==> src/rtl/alarm_manager_pkg.sv <==
// clock_pkg: shared widths, slot record, reset alarm values and FSM encoding (SNOOZE only with ALARM_SNOOZE_EN)
package clock_pkg;
  localparam int HOUR_W = 5;
  localparam int MIN_W = 6;
  localparam int SEC_W = 6;
  localparam int NUM_ALARMS = 4;
  localparam int IDX_W = 2;
  localparam logic [HOUR_W-1:0] RST_HOUR0 = 5'd6;
  localparam logic [MIN_W-1:0] RST_MIN0 = 6'd0;
  typedef struct packed {
    logic [HOUR_W-1:0] hour;
    logic [MIN_W-1:0] min;
    logic en;
  } slot_t;
`ifdef ALARM_SNOOZE_EN
  typedef enum logic [1:0] {IDLE, RING, SNOOZE} state_t;
`else
  typedef enum logic {IDLE, RING} state_t;
`endif
endpackage

==> src/rtl/alarm_manager_if.sv <==
// alarm_manager_if: time, slot config, key and status bundle for alarm_manager
interface alarm_manager_if;
  import clock_pkg::*;
  logic tick_1hz;
  logic [HOUR_W-1:0] cur_hour, cfg_hour;
  logic [MIN_W-1:0] cur_min, cfg_min;
  logic [SEC_W-1:0] cur_sec;
  logic cfg_we, cfg_enable, key_off, key_snooze, beep, ringing;
  logic [IDX_W-1:0] cfg_idx, active_idx;
  logic [NUM_ALARMS-1:0] en_mask;
  modport master(
    output tick_1hz, cur_hour, cur_min, cur_sec, cfg_we, cfg_idx, cfg_hour, cfg_min, cfg_enable, key_off, key_snooze,
    input beep, ringing, active_idx, en_mask
  );
  modport slave(
    input tick_1hz, cur_hour, cur_min, cur_sec, cfg_we, cfg_idx, cfg_hour, cfg_min, cfg_enable, key_off, key_snooze,
    output beep, ringing, active_idx, en_mask
  );
endinterface

==> src/rtl/alarm_manager_slot_bank.sv <==
// alarm_slot_bank: alarm slot registers, range-checked writes and lowest-index match encoder
module alarm_slot_bank
  import clock_pkg::*;
#(
  parameter int N = NUM_ALARMS
) (
  input  logic clk,
  input  logic rst,
  input  logic we,
  input  logic [IDX_W-1:0] widx,
  input  logic [HOUR_W-1:0] whour,
  input  logic [MIN_W-1:0] wmin,
  input  logic wen,
  input  logic tick_d,
  input  logic [HOUR_W-1:0] hour,
  input  logic [MIN_W-1:0] min,
  input  logic [SEC_W-1:0] sec,
  output logic [N-1:0] en_mask,
  output logic wr_ok,
  output logic match_vld,
  output logic [IDX_W-1:0] match_idx
);
  slot_t slots [N];
  logic [N-1:0] hit;
  assign wr_ok = we && whour <= 5'd23 && wmin <= 6'd59;
  for (genvar g = 0; g < N; g++) begin : g_slot
    assign en_mask[g] = slots[g].en;
    assign hit[g] = tick_d && sec == '0 && slots[g].en && slots[g].hour == hour && slots[g].min == min;
  end
  // slot storage; an out-of-range write leaves every slot bit untouched
  always_ff @(posedge clk or negedge rst)
    if (!rst)
      for (int i = 0; i < N; i++) slots[i] <= (i == 0) ? '{RST_HOUR0, RST_MIN0, 1'b1} : '0;
    else if (wr_ok)
      slots[widx] <= '{whour, wmin, wen};
  // lowest index wins when several slots match the same second
  always_comb begin
    match_vld = 1'b0;
    match_idx = '0;
    for (int i = N - 1; i >= 0; i--)
      if (hit[i]) begin
        match_vld = 1'b1;
        match_idx = IDX_W'(i);
      end
  end
endmodule

==> src/rtl/alarm_manager.sv <==
// alarm_manager: alarm ring/snooze FSM over the slot bank; define ALARM_SNOOZE_EN to build snooze support
module alarm_manager
  import clock_pkg::*;
#(
  parameter int NUM_ALARMS = 4,
  parameter int RING_SECS = 60,
  parameter int SNOOZE_MIN = 5,
  parameter int MAX_SNOOZE = 3
) (
  input logic clk,
  input logic rst,
  alarm_manager_if.slave bus
);
  localparam int RW = $clog2(RING_SECS + 1);
  state_t state, state_nx;
  logic tick_d, match_vld, wr_ok, kill, stop;
  logic [IDX_W-1:0] match_idx, active_idx;
  logic [RW-1:0] ring_cnt;
  alarm_slot_bank #(.N(NUM_ALARMS)) u_bank (
    .clk(clk),
    .rst(rst),
    .we(bus.cfg_we),
    .widx(bus.cfg_idx),
    .whour(bus.cfg_hour),
    .wmin(bus.cfg_min),
    .wen(bus.cfg_enable),
    .tick_d(tick_d),
    .hour(bus.cur_hour),
    .min(bus.cur_min),
    .sec(bus.cur_sec),
    .en_mask(bus.en_mask),
    .wr_ok(wr_ok),
    .match_vld(match_vld),
    .match_idx(match_idx)
  );
  assign kill = wr_ok && bus.cfg_idx == active_idx && !bus.cfg_enable;
  assign stop = bus.key_off || kill;
`ifdef ALARM_SNOOZE_EN
  localparam int SW = $clog2(SNOOZE_MIN * 60 + 1);
  localparam int CW = $clog2(MAX_SNOOZE + 1);
  logic [SW-1:0] snz_timer;
  logic [CW-1:0] snooze_cnt;
  logic snz_go;
  assign snz_go = bus.key_snooze && snooze_cnt < CW'(MAX_SNOOZE);
  // snooze countdown and per-event snooze tally
  always_ff @(posedge clk or negedge rst)
    if (!rst) begin
      snz_timer <= '0;
      snooze_cnt <= '0;
    end else if (state == IDLE && match_vld)
      snooze_cnt <= '0;
    else if (state == RING && state_nx == SNOOZE) begin
      snz_timer <= SW'(SNOOZE_MIN * 60);
      snooze_cnt <= snooze_cnt + 1'b1;
    end else if (state == SNOOZE && bus.tick_1hz && snz_timer != '0)
      snz_timer <= snz_timer - 1'b1;
`else
  logic unused_snooze;
  assign unused_snooze = &{bus.key_snooze, SNOOZE_MIN[0], MAX_SNOOZE[0]};
`endif
  // state register
  always_ff @(posedge clk or negedge rst)
    if (!rst) state <= IDLE;
    else state <= state_nx;
  // next state; key_off and an enable-clearing write of the active slot beat everything else
  always_comb begin
    state_nx = state;
    case (state)
      IDLE: state_nx = match_vld ? RING : IDLE;
`ifdef ALARM_SNOOZE_EN
      RING: state_nx = (stop || ring_cnt == '0) ? IDLE : snz_go ? SNOOZE : RING;
      SNOOZE: state_nx = stop ? IDLE : snz_timer == '0 ? RING : SNOOZE;
`else
      RING: state_nx = (stop || ring_cnt == '0) ? IDLE : RING;
`endif
      default: state_nx = IDLE;
    endcase
  end
  // tick delay, event slot latch and ring countdown (reloaded on every entry to RING)
  always_ff @(posedge clk or negedge rst)
    if (!rst) begin
      tick_d <= 1'b0;
      active_idx <= '0;
      ring_cnt <= '0;
    end else begin
      tick_d <= bus.tick_1hz;
      if (state == IDLE && match_vld) active_idx <= match_idx;
      if (state_nx == RING && state != RING) ring_cnt <= RW'(RING_SECS);
      else if (state == RING && bus.tick_1hz && ring_cnt != '0) ring_cnt <= ring_cnt - 1'b1;
    end
  // outputs decode from state alone so reset silences the buzzer immediately
  always_comb begin
    bus.beep = state == RING;
    bus.ringing = state != IDLE;
    bus.active_idx = active_idx;
  end
endmodule

==> src/flat_wrapper.sv <==
// flat-port wrapper written by rule: the top's interface ports become plain ports
module alarm_manager_flat import clock_pkg::*;
#(
  parameter int NUM_ALARMS = 4,
  parameter int RING_SECS = 60,
  parameter int SNOOZE_MIN = 5,
  parameter int MAX_SNOOZE = 3
)
  (clk, rst, bus_tick_1hz, bus_cur_hour, bus_cur_min, bus_cur_sec, bus_cfg_we, bus_cfg_idx, bus_cfg_hour, bus_cfg_min, bus_cfg_enable, bus_key_off, bus_key_snooze, bus_beep, bus_ringing, bus_active_idx, bus_en_mask);
  alarm_manager_if bus_i ();
  input logic clk;
  input logic rst;
  input wire logic [$bits(bus_i.tick_1hz)-1:0] bus_tick_1hz;
  input wire logic [$bits(bus_i.cur_hour)-1:0] bus_cur_hour;
  input wire logic [$bits(bus_i.cur_min)-1:0] bus_cur_min;
  input wire logic [$bits(bus_i.cur_sec)-1:0] bus_cur_sec;
  input wire logic [$bits(bus_i.cfg_we)-1:0] bus_cfg_we;
  input wire logic [$bits(bus_i.cfg_idx)-1:0] bus_cfg_idx;
  input wire logic [$bits(bus_i.cfg_hour)-1:0] bus_cfg_hour;
  input wire logic [$bits(bus_i.cfg_min)-1:0] bus_cfg_min;
  input wire logic [$bits(bus_i.cfg_enable)-1:0] bus_cfg_enable;
  input wire logic [$bits(bus_i.key_off)-1:0] bus_key_off;
  input wire logic [$bits(bus_i.key_snooze)-1:0] bus_key_snooze;
  output wire logic [$bits(bus_i.beep)-1:0] bus_beep;
  output wire logic [$bits(bus_i.ringing)-1:0] bus_ringing;
  output wire logic [$bits(bus_i.active_idx)-1:0] bus_active_idx;
  output wire logic [$bits(bus_i.en_mask)-1:0] bus_en_mask;
  assign bus_i.tick_1hz = bus_tick_1hz;
  assign bus_i.cur_hour = bus_cur_hour;
  assign bus_i.cur_min = bus_cur_min;
  assign bus_i.cur_sec = bus_cur_sec;
  assign bus_i.cfg_we = bus_cfg_we;
  assign bus_i.cfg_idx = bus_cfg_idx;
  assign bus_i.cfg_hour = bus_cfg_hour;
  assign bus_i.cfg_min = bus_cfg_min;
  assign bus_i.cfg_enable = bus_cfg_enable;
  assign bus_i.key_off = bus_key_off;
  assign bus_i.key_snooze = bus_key_snooze;
  assign bus_beep = bus_i.beep;
  assign bus_ringing = bus_i.ringing;
  assign bus_active_idx = bus_i.active_idx;
  assign bus_en_mask = bus_i.en_mask;
  alarm_manager #(.NUM_ALARMS(NUM_ALARMS), .RING_SECS(RING_SECS), .SNOOZE_MIN(SNOOZE_MIN), .MAX_SNOOZE(MAX_SNOOZE)) u_core (.clk(clk), .rst(rst), .bus(bus_i));
endmodule
==> config.mk <==
export PLATFORM = sky130hd
export DESIGN_NAME = alarm_manager_flat
export DESIGN_NICKNAME = d
export VERILOG_FILES = /design/src/rtl/alarm_manager_pkg.sv /design/src/rtl/alarm_manager_if.sv /design/src/rtl/alarm_manager_slot_bank.sv /design/src/rtl/alarm_manager.sv /design/src/flat_wrapper.sv
export SDC_FILE = /design/constraint.sdc
export NUM_CORES = 1
export LEC_CHECK = 0
export BUFFER_PORTS_ARGS = -buffer_cell sky130_fd_sc_hd__buf_4
export CORE_ASPECT_RATIO = 0.75
export CORE_UTILIZATION = 57
export CTS_CLUSTER_DIAMETER = 60
export DETAILED_ROUTE_END_ITERATION = 10
export PLACE_DENSITY_LB_ADDON = 0.15
export REMOVE_ABC_BUFFERS = 1
export SLEW_MARGIN = 40
export SYNTH_ARGS = -nofsm -noshare
export SYNTH_HDL_FRONTEND = slang
export SYNTH_SLANG_ARGS = --single-unit
export TNS_END_PERCENT = 5
==> constraint.sdc <==
create_clock -name clk -period 2 [get_ports clk]
set_input_delay 0.1 -clock clk [delete_from_list [all_inputs] [get_ports clk]]
set_output_delay 0.1 -clock clk [all_outputs]
set_load 0.05 [all_outputs]
==> impl_metrics.toml, run 1 <==
[run_status]
outcome = "finished clean"

[clocking]
clk_pin_slew_ns = 0.06
ctsResizeCount = 0
htree_levels = 3
cts_sinks = 58
cts_tree = "built"
cts_buffers = 9
post-cts-setup-buffers = 0
cts_root_buf = "clkbuf_8"
cts_buffer_depth = 2
clk_latency_ns = 0.33
cts_hold_buf = 3

[sta]
grt_setup_unrepaired = "false"
worst_pin_slew_ns = 0.713
fin_crit_ns = 1.81
clock.fmax_mhz = 552
fin_crit_sh_pct = 90.5
fin_setup_tns_ns = 0
final-hold-violation-count = 0
fin_worst_skew_ns = 0.00629
setup-violations-final = 0
drv_slew = 0
slew_headroom_pct = 52.5

[setup_path]
critical_path_arrival_ns = 2.01
critical-path-top-delay-family = "simple AND/OR/NAND/NOR gates"
crit_type = "flop to flop"
critPathMaxStageDelay_ns = 0.51
critPathLaunchType = "flop"
crit_required_ns = 2.19
cp_num_buf_inv = 1
cp_max_fo = 4
cp_cell_sequence = "inv_1, ha_1, or4b_4, o2111ai_2, nor3_1, xnor2_1, nand2_1"
cp_slowest_cell = "or4b_4"
crit_path_end_kind = "flop"

[routing]
ant_nets = 0
remaining_drc_errors = 0
firstDrtPassIters = 4
drt-total-wl_um = 6000
wl_per_cell_um = 17.5
routed_via_density = 5.56
drt_iter0_markers = 64
via_count = 1902

[synth]
ys_seq_elements = 58
synth_edf_count = 0
ys_types = 31
ys_dominant_reg_cell = "dfrtp_1"
syn_area_um2 = 2990
yosysWarnings = 0
synthCells = 237
avgSynthCellArea_um2 = 12.6
async_flop_share_pct = 100
synth_seq_area_share_pct = 48.7

[global_routing]
overflow = 0
grt_max_degree = 59
grt_pass1_vias = 1990
antenna_found_initial = 0
track_usage_pct = 24.9
grt_pass1_wl_um = 9990

[layout]
drive_gt1_share_pct = 43.3
nNetsFinal = 316
syn_to_final_growth_pct = 17.6
stdcell_count = 342
utilization_pct = 70.9
antenna_cells = 0

[placed_design]
numPlacedInstances = 323
dp_hpwl_um = 4280
port_buffers = 43
place_congestion = 0.750

[die]
num_rows = 22
chipWidth_um = 85.6
die_area_um2 = 5540
ios = 45
coreArea_um2 = 4950
start_util_pct = 60.3
die-height_um = 64.7

[min_path]
min_path_type = "input port to flop"

[power]
p_leak_nw = 1.50
power_density_nw_per_um2 = 934
power_w = 0.00328
vdd_ir_drop_max_mv = 0.691

[flow_run]
cap_violations = 0
## metal layers
| metal | vias to the layer above | GRT usage (%) | share of wire (%) |
|---|---|---|---|
| met4 | 0 | 10.8 | 2.1 |
| met2 | 33 | 37.8 | 46 |
| met1 | 957 | 34.5 | 49 |
| li1 | 899 | - | - |
| met3 | 13 | 5.61 | 3.5 |
| met5 | - | 0 | 0 |
## stage by stage
step	setup slack [ns]	hold slack [ns]	area, µm²
2_1_floorplan	0.166	-0.196	2870
3_3_place_gp	0.246	0.206	3300
3_5_place_dp	0.190	0.210	3300
4_1_cts	0.183	0.0141	3510
5_1_grt	0.0447	0.0342	3510
6_report	0.189	0.0291	3510
## worst register-to-register path: stages, from the launching register on
cell and delay [ns]:
dfrtp_1 0.40, inv_1 0.09, ha_1 0.15, or4b_4 0.51, o2111ai_2 0.22, nor3_1 0.09, xnor2_1 0.15, nand2_1 0.07
## cells in the final DEF, fill, tap and decap left out, drive strengths merged, types with 2 or more instances in the layout
cell / instances
xor2: 4
and2: 2
nor4: 2
buf: 47
nor2: 2
inv: 4
o21ai: 4
mux2: 48
o2111ai: 2
dfstp: 3
nand3: 2
dlygate4sd3: 3
dfrtp: 55
nor3: 8
nand2: 7
nand4: 13
xnor2: 47
clkinv: 2
ha: 2
clkbuf: 14
o21a: 2
## cells by family (layout without fill, tap and decap cells)
family	count (synthesis)	count (layout)	synth area share, %
DFF	58	58	48.7
xor gates and xnor gates	51	51	15.0
muxes	48	48	18.1
and+or+nand+nor	40	40	8.30
buffers and inverters	25	70	4.52
AOI/OAI and AO/OA	13	13	4.57
adders and majority gates	2	2	0.838
## worst paths after layout
kind | slack [ns] | to | cells after the start | start
max reg2reg | 0.19 | u_core.ring_cnt[4]$_DFFE_PN0P_ | 7 | u_core.ring_cnt[0]$_DFFE_PN0P_
max in group asynchronous | 1.15 | u_core.u_bank.slots[2]$_DFFE_PN0P_ | 2 | rst
min in group asynchronous | 0.38 | u_core.u_bank.slots[33]$_DFFE_PN0P_ | 2 | rst
min reg2reg | 0.53 | u_core.u_bank.slots[4]$_DFFE_PN0P_ | 1 | u_core.u_bank.slots[4]$_DFFE_PN0P_
max | 0.19 | u_core.ring_cnt[4]$_DFFE_PN0P_ | 7 | u_core.ring_cnt[0]$_DFFE_PN0P_
min | 0.03 | u_core.u_bank.slots[33]$_DFFE_PN0P_ | 2 | bus_cfg_hour[2]
## flip-flops by register name, summed over array words and instances (netlist names)
| signal | flops |
|---|---|
| u_core.u_bank.slots | 44 |
| u_core.bus.beep | 1 |
| u_core.ring_cnt | 6 |
| u_core.u_bank.en_mask | 4 |
| u_core.bus.active_idx | 2 |
| u_core.tick_d | 1 |
## power by group
| group | switching, W | leakage [nW] | total, W | internal (W) |
|---|---|---|---|---|
| registers | 0.000151 | 0.700 | 0.00156 | 0.00141 |
| clock network | 0.000434 | 0.0965 | 0.000982 | 0.000548 |
| logic | 0.000328 | 0.701 | 0.000739 | 0.000411 |
## synth_stat cells, types with 3 or more instances
library cell  number  share of area [%]
nor3_1             4               0.67
o21ai_0            3               0.50
clkbuf_2           6                1.0
mux2_2            48                 18
buf_4              6                1.5
nand2_1            7               0.88
nand4_1           13                2.7
dfrtp_1           55                 46
buf_2              9                1.5
xnor2_1           47                 14
xor2_1             4                1.2
inv_1              4               0.50
dfstp_2            3                2.6
nor3_2             4                1.3
## layout make-up
type | instances | area, µm²
Clock buffer | 14 | 173
Inverter | 4 | 15.0
Fill cell | 387 | 1440
Multi-Input combinational cell | 154 | 1400
Clock inverter | 2 | 10.0
Sequential cell | 58 | 1460
Tap cell | 60 | 75.1
Timing Repair Buffer | 50 | 383
Note: power is estimated with default switching activity, not from simulation.
==> run 2, diff against run 1 <==
- BUFFER_PORTS_ARGS: -buffer_cell sky130_fd_sc_hd__buf_4 -> default
- CORE_UTILIZATION: 57 -> 60
- DONT_BUFFER_PORTS: default -> 1
==> run 2 against run 1 <==
  * Count of clock-buffer cells in the layout fell by 1
  * Global-route usage is 1.4 points higher
  * Sequential cell count is the same
  * Sequential share of layout area is 1.9 points higher
  * Critical endpoint unchanged
  * Largest cell class unchanged
  * Largest power group unchanged
==> impl_metrics.toml, run 2 (same netlist as run 1, synthesis figures left out) <==
[setup_path]
critPathLaunchType = "flop"
cp_slowest_cell = "or4b_4"
critical-path-top-delay-family = "simple AND/OR/NAND/NOR gates"
cp_cell_sequence = "inv_1, ha_1, or4b_4, o2111ai_2, nor3_1, xnor2_1, nand2_1"
critical_path_arrival_ns = 2.04
reg2reg_from = "u_core.ring_cnt[0]$_DFFE_PN0P_"
cp_max_fo = 4
crit_type = "flop to flop"
r2r_cells = 7
r2r_slack_ns = 0.16
r2r-end = "u_core.ring_cnt[4]$_DFFE_PN0P_"
cp_num_buf_inv = 1
crit_path_end_kind = "flop"
crit_required_ns = 2.20
critPathMaxStageDelay_ns = 0.51

[run_status]
outcome = "finished clean"

[routing]
wl_per_cell_um = 19.4
routed_via_density = 5.94
drt_iter0_markers = 119
remaining_drc_errors = 0
firstDrtPassIters = 4
ant_nets = 0
via_count = 1858
drt-total-wl_um = 6070

[die]
die_area_um2 = 5270
coreArea_um2 = 4620
chipWidth_um = 83.5
die-height_um = 63.1
ios = 45
start_util_pct = 64.6
num_rows = 21

[sta]
fin_crit_sh_pct = 91.8
clock.fmax_mhz = 545
drv_slew = 0
fin_setup_tns_ns = 0
hold_slack_ns = 0.00770
worst_pin_slew_ns = 0.541
final-hold-violation-count = 0
setup-violations-final = 0
grt_setup_unrepaired = "false"
fin_crit_ns = 1.84
fin_worst_skew_ns = 0.00901
slew_headroom_pct = 64.0

[power]
p_clk_share_pct = 29.6
p_switching_w = 0.000883
power_density_nw_per_um2 = 950
vdd_ir_drop_max_mv = 0.730
pwr-share-seq_pct = 49.4
p_leak_nw = 1.37
swShare_pct = 27.7
comb_power_share_pct = 21.0
p_int_w = 0.00230

[layout]
drive_gt1_share_pct = 32.8
final_common_cell = "dfrtp_1"
stdcell_count = 313
most-common-layout-cells = "dfrtp_1, mux2_2, xnor2_1"
largest_reg_flops = 44
syn_to_final_growth_pct = 12.3
antenna_cells = 0
nNetsFinal = 290
regMostFlops = "u_core.u_bank.slots"

[clocking]
clk_latency_ns = 0.34
cts_sinks = 58
clk_pin_slew_ns = 0.06
cts_tree = "built"
cts_root_buf = "clkbuf_8"
post-cts-setup-buffers = 0
cts_buffers = 9
htree_levels = 3
cts_buffer_depth = 2
cts_hold_buf = 16
ctsResizeCount = 0

[placed_design]
place_congestion = 0.757
numPlacedInstances = 281
port_buffers = 0
dp_hpwl_um = 4200

[min_path]
hp-start = "bus_tick_1hz"
whs_path_depth = 3
min_to = "u_core.ring_cnt[3]$_DFFE_PN0P_"
min_path_type = "input port to flop"

[global_routing]
grt_pass1_vias = 1956
track_usage_pct = 26.2
antenna_found_initial = 0
grt_max_degree = 59
grt_pass1_wl_um = 10200
overflow = 0

[flow_run]
cap_violations = 0
-- run 2: cell types whose count changed in the layout (fill, tap and decap cells not counted), sizes merged --
cell / delta
dlygate4sd3: +12
clkinv: +1
clkbuf: -1
buf: -38
-- run 2: per-stage QoR --
stage	instance area, µm²	worst slack [ns]	total power (W)	util [%]
after global placement	3000	0.267	0.00217	64.9
after detailed placement	3000	0.167	0.00220	64.9
after global routing	3350	0.0364	0.00334	72.5
after CTS	3350	0.153	0.00320	72.5
after floorplan	2870	0.166	0.00205	-
final	3350	0.165	0.00319	72.5
-- run 2: cell type report --
| type | count | area (µm²) |
|---|---|---|
| Sequential cell | 58 | 1460 |
| Multi-Input combinational cell | 154 | 1400 |
| Fill cell | 291 | 1270 |
| Timing Repair Buffer | 24 | 238 |
| Clock buffer | 13 | 159 |
| Tap cell | 57 | 71.3 |
| Clock inverter | 3 | 15.0 |
| Inverter | 4 | 15.0 |
-- run 2: worst max path at each step --
| stage | depth (start not counted) | endpoint | slack (ns) | start |
|---|---|---|---|---|
| finish | 7 | u_core.ring_cnt[4]$_DFFE_PN0P_ | 0.16 | u_core.ring_cnt[0]$_DFFE_PN0P_ |
| floorplan | 4 | u_core.ring_cnt[4]$_DFFE_PN0P_ | 0.17 | u_core.bus.beep$_DFF_PN0_ |
| CTS | 7 | u_core.ring_cnt[4]$_DFFE_PN0P_ | 0.15 | u_core.ring_cnt[0]$_DFFE_PN0P_ |
| global placement | 7 | u_core.ring_cnt[5]$_DFFE_PN0P_ | 0.27 | u_core.ring_cnt[0]$_DFFE_PN0P_ |
| global route | 7 | u_core.ring_cnt[4]$_DFFE_PN0P_ | 0.04 | u_core.ring_cnt[0]$_DFFE_PN0P_ |
| detailed placement | 7 | u_core.ring_cnt[4]$_DFFE_PN0P_ | 0.17 | u_core.ring_cnt[0]$_DFFE_PN0P_ |
-- run 2: metal layers --
layer,part of all wire [%],track usage [%],vias to the layer above
li1,-,-,850
met1,46,36.8,940
met2,45,38.5,58
met3,7.3,8.52,10
met4,1.2,9.53,0
met5,0,0,-
-- run 2: power by group through the flow --
stage | combinational [W] | sequential, W | clock, W
after floorplan | 0.000444 | 0.00161 | 0
after detailed placement | 0.000605 | 0.00159 | 0
final | 0.000669 | 0.00157 | 0.000943
after CTS | 0.000674 | 0.00157 | 0.000958
after global placement | 0.000592 | 0.00158 | 0
after global routing | 0.000727 | 0.00160 | 0.00102
-- run 2: tightest hold or removal path: stages --
cell	delay, ns
o2111ai_2	0.07
xor2_1	0.08
nand2_1	0.06
